==> src/rtl/mem_arb_pkg.sv <==
// Shared definitions for the instruction/data memory port arbiter: FSM state
// encoding, default region bases, starvation limit and counter widths.
package mem_arb_pkg;

  typedef enum logic [1:0] {
    ST_IDLE   = 2'd0,
    ST_ACCESS = 2'd1,
    ST_RESP   = 2'd2
  } arb_state_e;

  localparam logic [31:0] DEF_TEXT_BASE = 32'h0040_0000;
  localparam logic [31:0] DEF_DATA_BASE = 32'h1001_0000;

  // Consecutive arbitration losses after which a pending fetch is forced through.
  localparam int unsigned           LOSS_W       = 2;
  localparam logic [LOSS_W-1:0]     STARVE_LIMIT = 2'd2;

  // Wait-state counter width (WAIT_STATES is limited to 0..15).
  localparam int unsigned WAIT_W = 4;

endpackage

==> src/rtl/mem_addr_xlate.sv <==
// Byte address -> RAM word index translation with alignment and range check.
//   addr_i        : byte address of the winning requester
//   base_i        : byte base of that requester's region
//   word_idx_c_o  : (addr_i - base_i) >> 2, truncated to the RAM address width
//   err_c_o       : misaligned, or word index outside the RAM (incl. wrap below base)
module mem_addr_xlate #(
  parameter  int unsigned MEMORY_DEPTH = 1024,
  localparam int unsigned AW           = $clog2(MEMORY_DEPTH)
) (
  input  logic [31:0]   addr_i,
  input  logic [31:0]   base_i,
  output logic [AW-1:0] word_idx_c_o,
  output logic          err_c_o
);

  logic [31:0] offset;
  logic [31:0] word_idx;

  // Unsigned subtract: an address below base wraps to a huge index and fails the range check.
  assign offset       = addr_i - base_i;
  assign word_idx     = offset >> 2;
  assign word_idx_c_o = AW'(word_idx);
  assign err_c_o      = (addr_i[1:0] != 2'b00) || (word_idx >= 32'(MEMORY_DEPTH));

endmodule

==> src/rtl/memory_port_arbiter.sv <==
// Arbitrates instruction fetches and data loads/stores onto one single-port RAM.
// One transfer at a time: IDLE (arbitrate + latch) -> ACCESS (WAIT_STATES+1
// cycles) -> RESP (one-cycle ack). Data has priority unless fetch has lost
// STARVE_LIMIT consecutive arbitrations.
//   clk, reset             : clock, asynchronous active-high reset
//   if_req/if_addr         : fetch request (level) and byte address
//   if_rdata/if_ack        : fetched word and one-cycle completion pulse
//   d_req/d_we/d_addr/d_wdata : data request, store flag, byte address, store data
//   d_rdata/d_ack          : load data and one-cycle completion pulse
//   err                    : with an ack, the access was misaligned or out of range
//   mem_addr/mem_we/mem_wdata/mem_rdata : RAM word port (read is combinational)
//   busy                   : transfer in progress
module memory_port_arbiter
  import mem_arb_pkg::*;
#(
  parameter int unsigned MEMORY_DEPTH = 1024,
  parameter int unsigned WAIT_STATES  = 1,
  parameter logic [31:0] TEXT_BASE    = DEF_TEXT_BASE,
  parameter logic [31:0] DATA_BASE    = DEF_DATA_BASE
) (
  input  logic                            clk,
  input  logic                            reset,
  input  logic                            if_req,
  input  logic [31:0]                     if_addr,
  output logic [31:0]                     if_rdata,
  output logic                            if_ack,
  input  logic                            d_req,
  input  logic                            d_we,
  input  logic [31:0]                     d_addr,
  input  logic [31:0]                     d_wdata,
  output logic [31:0]                     d_rdata,
  output logic                            d_ack,
  output logic                            err,
  output logic [$clog2(MEMORY_DEPTH)-1:0] mem_addr,
  output logic                            mem_we,
  output logic [31:0]                     mem_wdata,
  input  logic [31:0]                     mem_rdata,
  output logic                            busy
);

  localparam int unsigned AW = $clog2(MEMORY_DEPTH);

  arb_state_e        state_q, state_d;
  logic [WAIT_W-1:0] cnt_q, cnt_d;
  logic [LOSS_W-1:0] loss_q, loss_d;
  logic              fetch_q, fetch_d;
  logic              we_q, we_d;
  logic              acc_err_q, acc_err_d;
  logic [AW-1:0]     addr_q, addr_d;
  logic [31:0]       wdata_q, wdata_d;
  logic              mem_we_q, mem_we_d;
  logic              busy_q, busy_d;
  logic              if_ack_q, if_ack_d;
  logic              d_ack_q, d_ack_d;
  logic              err_q, err_d;
  logic [31:0]       if_rdata_q, if_rdata_d;
  logic [31:0]       d_rdata_q, d_rdata_d;

  logic              fetch_wins_c;
  logic [31:0]       win_addr_c;
  logic [31:0]       win_base_c;
  logic [AW-1:0]     x_idx_c;
  logic              x_err_c;
  logic [31:0]       resp_data_c;

  // Data has priority unless fetch has been starved.
  assign fetch_wins_c = if_req && (!d_req || (loss_q >= STARVE_LIMIT));
  assign win_addr_c   = fetch_wins_c ? if_addr : d_addr;
  assign win_base_c   = fetch_wins_c ? TEXT_BASE : DATA_BASE;
  assign resp_data_c  = acc_err_q ? 32'h0 : mem_rdata;

  mem_addr_xlate #(
    .MEMORY_DEPTH(MEMORY_DEPTH)
  ) u_xlate (
    .addr_i       (win_addr_c),
    .base_i       (win_base_c),
    .word_idx_c_o (x_idx_c),
    .err_c_o      (x_err_c)
  );

  // Next-state and registered-output logic.
  always_comb begin
    state_d    = state_q;
    cnt_d      = cnt_q;
    loss_d     = loss_q;
    fetch_d    = fetch_q;
    we_d       = we_q;
    acc_err_d  = acc_err_q;
    addr_d     = addr_q;
    wdata_d    = wdata_q;
    mem_we_d   = 1'b0;
    busy_d     = 1'b0;
    if_ack_d   = 1'b0;
    d_ack_d    = 1'b0;
    err_d      = 1'b0;
    if_rdata_d = 32'h0;
    d_rdata_d  = 32'h0;

    case (state_q)
      ST_IDLE: begin
        if (if_req || d_req) begin
          state_d   = ST_ACCESS;
          fetch_d   = fetch_wins_c;
          we_d      = !fetch_wins_c && d_we;
          acc_err_d = x_err_c;
          addr_d    = x_idx_c;
          wdata_d   = d_wdata;
          cnt_d     = WAIT_W'(WAIT_STATES);
          // Losses count only while fetch keeps asking; any fetch grant clears them.
          if (fetch_wins_c) begin
            loss_d = '0;
          end else if (if_req) begin
            loss_d = (loss_q < STARVE_LIMIT) ? loss_q + LOSS_W'(1) : loss_q;
          end else begin
            loss_d = '0;
          end
        end
      end
      ST_ACCESS: begin
        if (cnt_q == '0) begin
          state_d = ST_RESP;
          err_d   = acc_err_q;
          if (fetch_q) begin
            if_ack_d   = 1'b1;
            if_rdata_d = resp_data_c;
          end else begin
            d_ack_d   = 1'b1;
            d_rdata_d = resp_data_c;
          end
        end else begin
          cnt_d = cnt_q - WAIT_W'(1);
        end
      end
      ST_RESP: begin
        state_d = ST_IDLE;
      end
      default: begin
        state_d = ST_IDLE;
      end
    endcase

    // Write strobe lines up with the last ACCESS cycle of a valid store.
    mem_we_d = (state_d == ST_ACCESS) && (cnt_d == '0) && we_d && !acc_err_d;
    busy_d   = (state_d != ST_IDLE);
  end

  // State and output registers.
  always_ff @(posedge clk or posedge reset) begin
    if (reset) begin
      state_q    <= ST_IDLE;
      cnt_q      <= '0;
      loss_q     <= '0;
      fetch_q    <= 1'b0;
      we_q       <= 1'b0;
      acc_err_q  <= 1'b0;
      addr_q     <= '0;
      wdata_q    <= 32'h0;
      mem_we_q   <= 1'b0;
      busy_q     <= 1'b0;
      if_ack_q   <= 1'b0;
      d_ack_q    <= 1'b0;
      err_q      <= 1'b0;
      if_rdata_q <= 32'h0;
      d_rdata_q  <= 32'h0;
    end else begin
      state_q    <= state_d;
      cnt_q      <= cnt_d;
      loss_q     <= loss_d;
      fetch_q    <= fetch_d;
      we_q       <= we_d;
      acc_err_q  <= acc_err_d;
      addr_q     <= addr_d;
      wdata_q    <= wdata_d;
      mem_we_q   <= mem_we_d;
      busy_q     <= busy_d;
      if_ack_q   <= if_ack_d;
      d_ack_q    <= d_ack_d;
      err_q      <= err_d;
      if_rdata_q <= if_rdata_d;
      d_rdata_q  <= d_rdata_d;
    end
  end

  assign if_rdata  = if_rdata_q;
  assign if_ack    = if_ack_q;
  assign d_rdata   = d_rdata_q;
  assign d_ack     = d_ack_q;
  assign err       = err_q;
  assign mem_addr  = addr_q;
  assign mem_we    = mem_we_q;
  assign mem_wdata = wdata_q;
  assign busy      = busy_q;

endmodule

==> config.mk <==
export PLATFORM = sky130hd
export DESIGN_NAME = memory_port_arbiter
export DESIGN_NICKNAME = d
export VERILOG_FILES = /design/src/rtl/mem_arb_pkg.sv /design/src/rtl/mem_addr_xlate.sv /design/src/rtl/memory_port_arbiter.sv
export SDC_FILE = /design/constraint.sdc
export NUM_CORES = 1
export LEC_CHECK = 0
export CAP_MARGIN = 0
export CORE_ASPECT_RATIO = 1.25
export CORE_UTILIZATION = 41
export DETAILED_ROUTE_END_ITERATION = 7
export GPL_TIMING_DRIVEN = 0
export PLACE_DENSITY = 0.78
export SLEW_MARGIN = 20
export SYNTH_ARGS = -nofsm -noshare
export SYNTH_HDL_FRONTEND = slang
export SYNTH_HIERARCHICAL = 1
export SYNTH_SLANG_ARGS = --single-unit
==> constraint.sdc <==
create_clock -name clk -period 4.56 [get_ports clk]
set_input_delay 0.456 -clock clk [delete_from_list [all_inputs] [get_ports clk]]
set_output_delay 0.456 -clock clk [all_outputs]
set_load 0.02 [all_outputs]
# After elaboration in Yosys (flattened, before gate mapping)
# Index checks and enable logic that the tools add are counted.
# W data, S select, Z words.
# op_classes
add_sub_neg	3
n_reduce_logical	18
n_mux	30
n_eq_ne	3
n_lt_le_gt_ge	3
# op_table
op	n
$mux W32	8
$sub A32 B29 Y32	1
$ge A30 B11 Y1 const B	1
$mux W29	1
$mux W1	12
$mux W2	5
$logic_not A4 Y1	2
$mux W4	2
$pmux W4 S2	1
$logic_and A1 B1 Y1	5
$eq A2 B1 Y1 const B	2
$pmux W2 S2	1
$reduce_bool A2 Y1	2
$sub A4 B1 Y4 const B	1
$logic_not A1 Y1	3
$logic_or A1 B1 Y1	3
$ne A3 B1 Y1 const B	1
$reduce_and A3 Y1	1
$add A2 B1 Y2 const B	1
$ge A2 B2 Y1 const B	1
$logic_not A2 Y1	1
$lt A2 B2 Y1 const B	1
$reduce_and A2 Y1	1
# totals
ff_bits	122
output_inout_bits	111
input_bits	133

# Longest topological paths before layout
# Gate-level depths: netlist of the first run.
# logic_depth
depth_word	11
ltp_mapped	20

# Modules after synthesis
# Netlist of the first run, hierarchy kept.
# modules_own_cells
module	cells_per_inst	n_inst	area_per_inst_um2	seq_area_each_um2
memory_port_arbiter	363	1	4802.1	3052.9
mem_addr_xlate	288	1	1859.3	0.0

# Worst setup path before layout of the first run
# OpenSTA, ideal clock, no wires.
# synth_path
path_kind	register -> register
from	reg loss_q[1]
to	reg acc_err_q
path_slack_ps	158
period_less_slack_ps	4402
path_stages_with_launch	19
setup_time_ps	125
arrival_time_ps	4278
required_time_ps	4435
cell_sequence	dfrtp_1 > ha_1 > nor3b_2 > and2b_1 > inv_2 > buf_4 > mux2_2 > ha_1 > o21ai_0 > or2b_2 > a32o_2 > o21ai_0 > mux2i_1 > o311a_1 > nand3_1 > nor4_2 > nand4_1 > or4_1 > mux2_2
# synth_via
elab_chain_cells	9
elab_cells_between_ends	11
classes_between	1 x add/sub; 2 x order compare; 4 x mux; 4 x reduce/logical
# synth_rtl
item	line	text
start: declaration	memory_port_arbiter.sv:45	logic [LOSS_W-1:0] loss_q, loss_d;
start signal: assignment	memory_port_arbiter.sv:168	loss_q <= loss_d;
$ge A2 B2 Y1	memory_port_arbiter.sv:67	assign fetch_wins_c = if_req && (!d_req || (loss_q >= STARVE_LIMIT));
$logic_or A1 B1 Y1	memory_port_arbiter.sv:67	
$logic_and A1 B1 Y1	memory_port_arbiter.sv:67	
via fetch_wins_c	memory_port_arbiter.sv:59	logic fetch_wins_c;
$mux W32	memory_port_arbiter.sv:68	assign win_addr_c = fetch_wins_c ? if_addr : d_addr;
via win_addr_c[2]	memory_port_arbiter.sv:60	logic [31:0] win_addr_c;
$sub A32 B29 Y32	mem_addr_xlate.sv:20	assign offset = addr_i - base_i;
$ge A30 B11 Y1	mem_addr_xlate.sv:23	assign err_c_o = (addr_i[1:0] != 2'b00) || (word_idx >= 32'(MEMORY_DEPTH));
$logic_or A1 B1 Y1	mem_addr_xlate.sv:23	
via x_err_c	memory_port_arbiter.sv:63	logic x_err_c;
$mux W1	memory_port_arbiter.sv:101	if (if_req || d_req) begin
$mux W1	memory_port_arbiter.sv:99	case (state_q)
via acc_err_d	memory_port_arbiter.sv:48	logic acc_err_q, acc_err_d;
end signal: assignment	memory_port_arbiter.sv:171	acc_err_q <= acc_err_d;
end: declaration	memory_port_arbiter.sv:48	
# The timed path passes the listed nets, and every way through them passes these cells.
# A chain may end at the register's enable or synchronous reset.

# Worst setup path in the final report of the first run
# layout_path
from	reg loss_q[1]
to	reg acc_err_q
# layout_via
elab_chain_cells	9
elab_cells_between_ends	11
classes_between	1 x add/sub; 2 x order compare; 4 x mux; 4 x reduce/logical
# layout_rtl
item	line
$ge A2 B2 Y1 (*)	memory_port_arbiter.sv:67
$logic_or A1 B1 Y1 (*)	memory_port_arbiter.sv:67
$logic_and A1 B1 Y1 (*)	memory_port_arbiter.sv:67
via fetch_wins_c	memory_port_arbiter.sv:59
$mux W32 (*)	memory_port_arbiter.sv:68
via win_addr_c[1]	memory_port_arbiter.sv:60
$sub A32 B29 Y32	mem_addr_xlate.sv:20
$ge A30 B11 Y1	mem_addr_xlate.sv:23
$logic_or A1 B1 Y1 (*)	mem_addr_xlate.sv:23
via x_err_c	memory_port_arbiter.sv:63
$mux W1 (*)	memory_port_arbiter.sv:101
$mux W1 (*)	memory_port_arbiter.sv:99
via acc_err_d	memory_port_arbiter.sv:48
# Mark *: on every way through the listed nets, which the timed path passes. The rest lies on a longest branch.

==> impl_metrics.yaml, run 1 <==
pwr:
  power_density_mw_per_mm2: 503.9
  p_switching_w: 0.001909
  ir_drop_mv: 0.2760
  share_comb_of_total_power_pct: 47.2
  p_leak_nw: 4.474
  switching_share_pct: 35.19
  p_int_w: 0.003516
  p_seq_share_pct: 27.1
  pwr-share-clk_pct: 25.7
floorplan:
  fp.dieH_um: 144.5
  rows: 51
  core_region_area_mm2: 0.01576
  die_area_mm2: 0.01676
  pin_count: 244
  start_util_pct: 42.26
  die_w_um: 116.0
cells_and_area:
  drive_gt1_share_pct: 21.88
  fin_area_mm2: 0.01077
  layout_common_cells: "242 x clkdlybuf4s50_1, 122 x dfrtp_1, 94 x nor2_1"
  layout.nets: 1131
  area_growth_syn_to_layout_pct: 61.61
  final_common_cell: "clkdlybuf4s50_1"
  final_cells: 1191
timing:
  max_freq_mhz: 223.0
  grt_setup_unrepaired: "yes"
  worstMarginPinSlew_ns: 0.5167
  post-route-min-period_ns: 4.484
  fin_hold_ws_ns: 0.4749
  fin_crit_sh_pct: 98.33
  fin_tns_setup_ns: 0
  final-max-slew-violation-count: 0
  max_slew_margin_pct: 65.56
  setup_viol: 0
  fin_skew_ns: 0.008761
  finalHoldViolations: 0
detailed_routing:
  vias: 6000
  drtPass1Iterations: 5
  drt_wl_total_um: 19910
  ant_nets: 0
  viasPerCell: 5.038
  drc_errors: 0
  routedWlPerCell_um: 16.72
  drtIter0Drc: 274
synth:
  syn_avg_cell_area_um2: 10.23
  synth-async-reset-ratio_pct: 100.0
  synth_cell_types: 74
  ys_ff_latch: 122
  netlist_area_mm2: 0.006661
  ys.flop_type: "dfrtp_1"
  synth_warnings: 6
  synth_edf_count: 0
  seq_area_frac_synth_pct: 45.83
  synth_cells: 651
critical_path:
  r2r_slack_ns: 0.08
  crit_required_ns: 4.85
  critPathKind: "reg2reg"
  rr_worst_depth: 16
  arrival_ns: 4.77
  worstSetupEndpointType: "flop"
  rr_startpoint: "loss_q[1]"
  setup.worst_path.start_class: "flop"
  critPathMaxFanout: 8
  r2r-end: "acc_err_q"
run:
  maxCapViolations: 0
global_route:
  grt_pass1_wl_um: 29930
  grt_overflow_total: 0
  grt_max_degree: 67
  grt_pass1_vias: 5993
  antenna_found_initial: 3
  grt_use_total_pct: 23.64
placed_design:
  place_congestion: 0.9001
  io_buffers: 243
  hpwl_um: 14670
  dpl_cell_area_mm2: 0.009497
  dp.cells: 1135
cts:
  worstSkewPairLatency_ns: 0.40
  path_clk_slew_ns: 0.06
  cts_root_buf: "clkbuf_16"
  cts_buffer_depth: 2
  cts_tree: "done"
  clkSinkCount: 122
  cts_buffers: 17
  htreeDepth: 4
min_path:
  hold_path_class: "in2async"
run_status:
  status: "complete, no violations"
-- through the flow --
| stage | power [W] | util [%] | setup WS, ns |
|---|---|---|---|
| after detailed placement | 0.003743 | 60.25 | -0.8832 |
| final | 0.005424 | 68.30 | 0.07595 |
| after global placement | 0.003707 | 60.05 | -0.8714 |
| after global routing | 0.005708 | 68.29 | -0.05001 |
| after floorplan | 0.002882 | - | 0.1578 |
| after CTS | 0.005311 | 66.37 | 0.001071 |
-- area by class of cell --
class / count / area, um^2
Timing Repair Buffer: 269 / 2681
Clock inverter: 14 / 185.2
Sequential cell: 122 / 3053
Multi-Input combinational cell: 487 / 3782
Antenna cell: 1 / 2.502
Tap cell: 212 / 265.3
Buffer: 21 / 167.7
Clock buffer: 18 / 439.2
Inverter: 47 / 188.9
Fill cell: 1196 / 4996
-- cell families after synthesis --
kind of cell | synth area share [%]
buffers and inverters | 4.658
xor gates and xnor gates | 2.630
DFF | 45.83
AOI/OAI and AO/OA | 10.95
muxes | 13.30
and+or+nand+nor | 16.38
adders and majority gates | 6.198
other | 0.05629
-- power by group through the flow --
stage,logic [W],clock network (W),registers (W)
2_1_floorplan,0.00116,0,0.00173
3_3_place_gp,0.00223,0,0.00148
3_5_place_dp,0.00225,0,0.00149
4_1_cts,0.00242,0.00142,0.00147
5_1_grt,0.00274,0.00146,0.00151
6_report,0.00256,0.00139,0.00147
-- metal layers --
layer | wire, um | track usage (%) | vias up
met5 | 31 | 0 | -
met3 | 1774 | 7.670 | 39
met2 | 10470 | 44.02 | 240
met4 | 463 | 8.165 | 4
li1 | - | - | 2864
met1 | 7170 | 24.56 | 2853
-- repair_timing --
action,4_1_cts,5_1_grt
pin swaps,16,26
setup endpoints to repair,1,1
gates cloned,0,2
setup buffers,11,12
hold buffers,0,0
resized for setup,58,40
-- sequential cells by signal (all words and copies together) (netlist names) --
name	count
err	1
d_rdata	32
if_ack	1
d_ack	1
we_q	1
loss_q	2
mem_wdata	32
fetch_q	1
acc_err_q	1
mem_we	1
busy	1
mem_addr	10
state_q	2
if_rdata	32
cnt_q	4
-- worst max-delay path, cell delays in order (launching register included) --
cell and delay, ns:
dfrtp_1 0.40, ha_4 0.18, nor3b_4 0.20, and2b_4 0.25, inv_8 0.10, buf_4 0.13, mux2_2 0.37, ha_2 0.21
a2111o_1 0.39, a32o_2 0.35, nand4_1 0.14, a21oi_2 0.09, a31o_2 0.31, a2111oi_4 0.34, o21ai_1 0.13, or4_4 0.50
mux2_4 0.27
-- worst max-delay path by stage --
stage                end  cells past startpoint  slack (ns)      start
3_5_place_dp   acc_err_q                     19       -0.88      d_req
3_3_place_gp   acc_err_q                     19       -0.87      d_req
2_1_floorplan  acc_err_q                     18        0.16  loss_q[1]
6_report       acc_err_q                     16        0.08  loss_q[1]
4_1_cts        acc_err_q                     19       0.001  loss_q[0]
5_1_grt        acc_err_q                     18       -0.05  loss_q[1]
-- synth_stat cells (2+ instances only) --
cell	instances	share of area, %
a211oi_1	3	0.34
inv_1	46	2.6
and2_1	3	0.28
nor3_1	9	0.68
nand2b_1	34	3.2
nand4_1	8	0.75
and3_1	6	0.56
a31oi_1	5	0.47
mux2_2	74	13
or3_1	2	0.19
o211ai_1	3	0.34
o22ai_1	2	0.19
a31o_2	4	0.53
nand3_1	7	0.53
mux2i_1	3	0.45
mux2_1	2	0.34
o21a_1	3	0.34
nor2b_1	2	0.19
a311oi_1	3	0.39
a21oi_1	30	2.3
o21ai_0	28	2.1
nand3b_1	3	0.34
buf_4	8	0.90
o2bb2ai_1	2	0.26
nand2_1	30	1.7
a21o_1	6	0.68
dfrtp_1	122	46
ha_1	33	6.2
xor2_1	6	0.79
xnor2_1	14	1.8
o21bai_1	2	0.23
nor2_1	94	5.3
buf_2	7	0.53
clkbuf_1	6	0.34
a21oi_2	2	0.26
No activity file was read; power rests on OpenSTA's default activity.
==> run 2, diff against run 1 <==
- CAP_MARGIN: 0 -> unset
- SKIP_CTS_REPAIR_TIMING: unset -> 1
==> run 2 against run 1 <==
Net effect: the flow now finishes with violations (setup timing); power shrank 2.2%; maximum frequency shrank 1.9%; non-clock buffer count shrank 15; worst setup slack lost 0.085 ns; via count shrank 1.5%; worst hold slack lost 0.066 ns; clock skew is essentially flat; combinational power shrank 5%; first-iteration DRC count shrank 16%; cell count shrank 1.3%; sequential power is essentially flat; register-to-register slack lost 0.08 ns; critical endpoint unchanged.
==> impl_metrics.yaml, run 2 (synthesized netlist as in run 1, its figures left out) <==
placed_design:
  place_congestion: 0.9001
  dpl_cell_area_mm2: 0.009497
  io_buffers: 243
  hpwl_um: 14670
  dp_slack_ns: -0.8832
floorplan:
  core_region_area_mm2: 0.01576
  die_w_um: 116.0
  start_util_pct: 42.26
  die_area_mm2: 0.01676
  pin_count: 244
  rows: 51
  fp.dieH_um: 144.5
pwr:
  ir_drop_mv: 0.2728
  pwr-share-clk_pct: 26.2
  p_seq_share_pct: 27.7
  p_leak_nw: 4.392
  switching_share_pct: 35.09
  p_int_w: 0.003444
  share_comb_of_total_power_pct: 46.1
  power_density_mw_per_mm2: 501.2
  p_switching_w: 0.001861
critical_path:
  critPathMaxFanout: 8
  worstSetupEndpointType: "flop"
  setup.worst_path.start_class: "flop"
  arrival_ns: 4.85
  r2r_slack_ns: -0.009
  critPathKind: "reg2reg"
  crit_required_ns: 4.85
cells_and_area:
  ff_latch_area_mm2: 0.003053
  drive_gt1_share_pct: 19.94
  fillerInstances: 1217
  layout_common_cells: "242 x clkdlybuf4s50_1, 122 x dfrtp_1, 94 x nor2_1"
  layout.nets: 1116
  final_common_cell: "clkdlybuf4s50_1"
  postLayoutCoreUtil_pct: 67.15
  multi_input_comb_area_mm2: 0.003729
  area_growth_syn_to_layout_pct: 58.88
  fin_area_mm2: 0.01058
run_status:
  violations: "setup timing"
  status: "finished with violations"
min_path:
  hold_path_class: "in2reg"
detailed_routing:
  vias: 5909
  drtIter0Drc: 230
  drt_wl_total_um: 19370
  drtPass1Iterations: 4
  viasPerCell: 5.025
  routedWlPerCell_um: 16.47
  drc_errors: 0
  ant_nets: 0
timing:
  grt_setup_unrepaired: "yes"
  setup_viol: 1
  post-route-min-period_ns: 4.569
  final-max-slew-violation-count: 0
  max_slew_margin_pct: 65.49
  fin_skew_ns: 0.008594
  finalHoldViolations: 0
  setup_slack_ns: -0.008926
  worstMarginPinSlew_ns: 0.5143
  fin_crit_sh_pct: 100.2
  fin_tns_setup_ns: -0.008926
  max_freq_mhz: 218.9
cts:
  worstSkewPairLatency_ns: 0.40
  cts_root_buf: "clkbuf_16"
  htreeDepth: 4
  path_clk_slew_ns: 0.06
  cts_buffers: 17
  cts_tree: "done"
  cts_buffer_depth: 2
  clkSinkCount: 122
global_route:
  grt_pass1_vias: 5773
  grt_max_degree: 67
  grt_use_total_pct: 22.71
  antenna_found_initial: 3
  grt_pass1_wl_um: 28700
  grt_overflow_total: 0
run:
  maxCapViolations: 0
-- run 2: path summary, 6_finish.rpt --
path / start / endpoint / cells past startpoint
worst max-delay path: loss_q[1] / acc_err_q / 17
worst min-delay path: d_req / busy / 3
worst max register to register: loss_q[1] / acc_err_q / 17
worst min register to register: mem_wdata[1] / mem_wdata[1] / 1
max in group asynchronous: reset / d_rdata[25] / 3
min in group asynchronous: reset / if_rdata[14] / 2
-- run 2: area by class of cell --
cell class	count	share of cell area (%)
sequential	122	28.85
buffer	21	1.537
tap	212	2.506
antenna	1	0.02364
clock buffer	18	4.149
clock inverter	14	1.750
inverter	47	1.785
timing repair buffer	254	24.18
multi-input combinational	487	35.23
-- run 2: power by group through the flow --
stage / Combinational (W) / Sequential [W] / Clock [W]
final: 0.00244 / 0.00147 / 0.00139
after global routing: 0.00263 / 0.00150 / 0.00146
after CTS: 0.00226 / 0.00147 / 0.00142
after detailed placement: 0.00225 / 0.00149 / 0
after global placement: 0.00223 / 0.00148 / 0
after floorplan: 0.00116 / 0.00173 / 0
-- run 2: critical path: stages (launching register included) --
cell      delay, ns
dfrtp_1        0.39
ha_2           0.19
nor3b_2        0.19
and2b_4        0.26
inv_8          0.10
buf_12         0.13
mux2_4         0.32
ha_4           0.16
a2111o_1       0.43
a32o_2         0.35
buf_6          0.15
a211oi_4       0.23
xnor2_1        0.10
or2b_1         0.23
nor4_2         0.27
nand4_1        0.11
or4_4          0.56
mux2_4         0.27
-- run 2: layer usage --
layer  global-route usage, %  part of all wire [%]  vias up
li1                        -                     -     2829
met1                   23.55                    37     2818
met2                   42.48                    52      228
met3                   7.544                   8.8       30
met4                   7.220                   2.2        4
met5                       0                  0.16        -
-- run 2: stage by stage --
stage | instances | power, W | hold slack [ns]
2_1_floorplan | 679 | 0.002882 | 0.4565
5_1_grt | 1175 | 0.005589 | 0.4469
3_5_place_dp | 1135 | 0.003743 | 0.4752
3_3_place_gp | 1134 | 0.003707 | 0.4686
4_1_cts | 1167 | 0.005155 | 0.4862
6_report | 1176 | 0.005305 | 0.4091
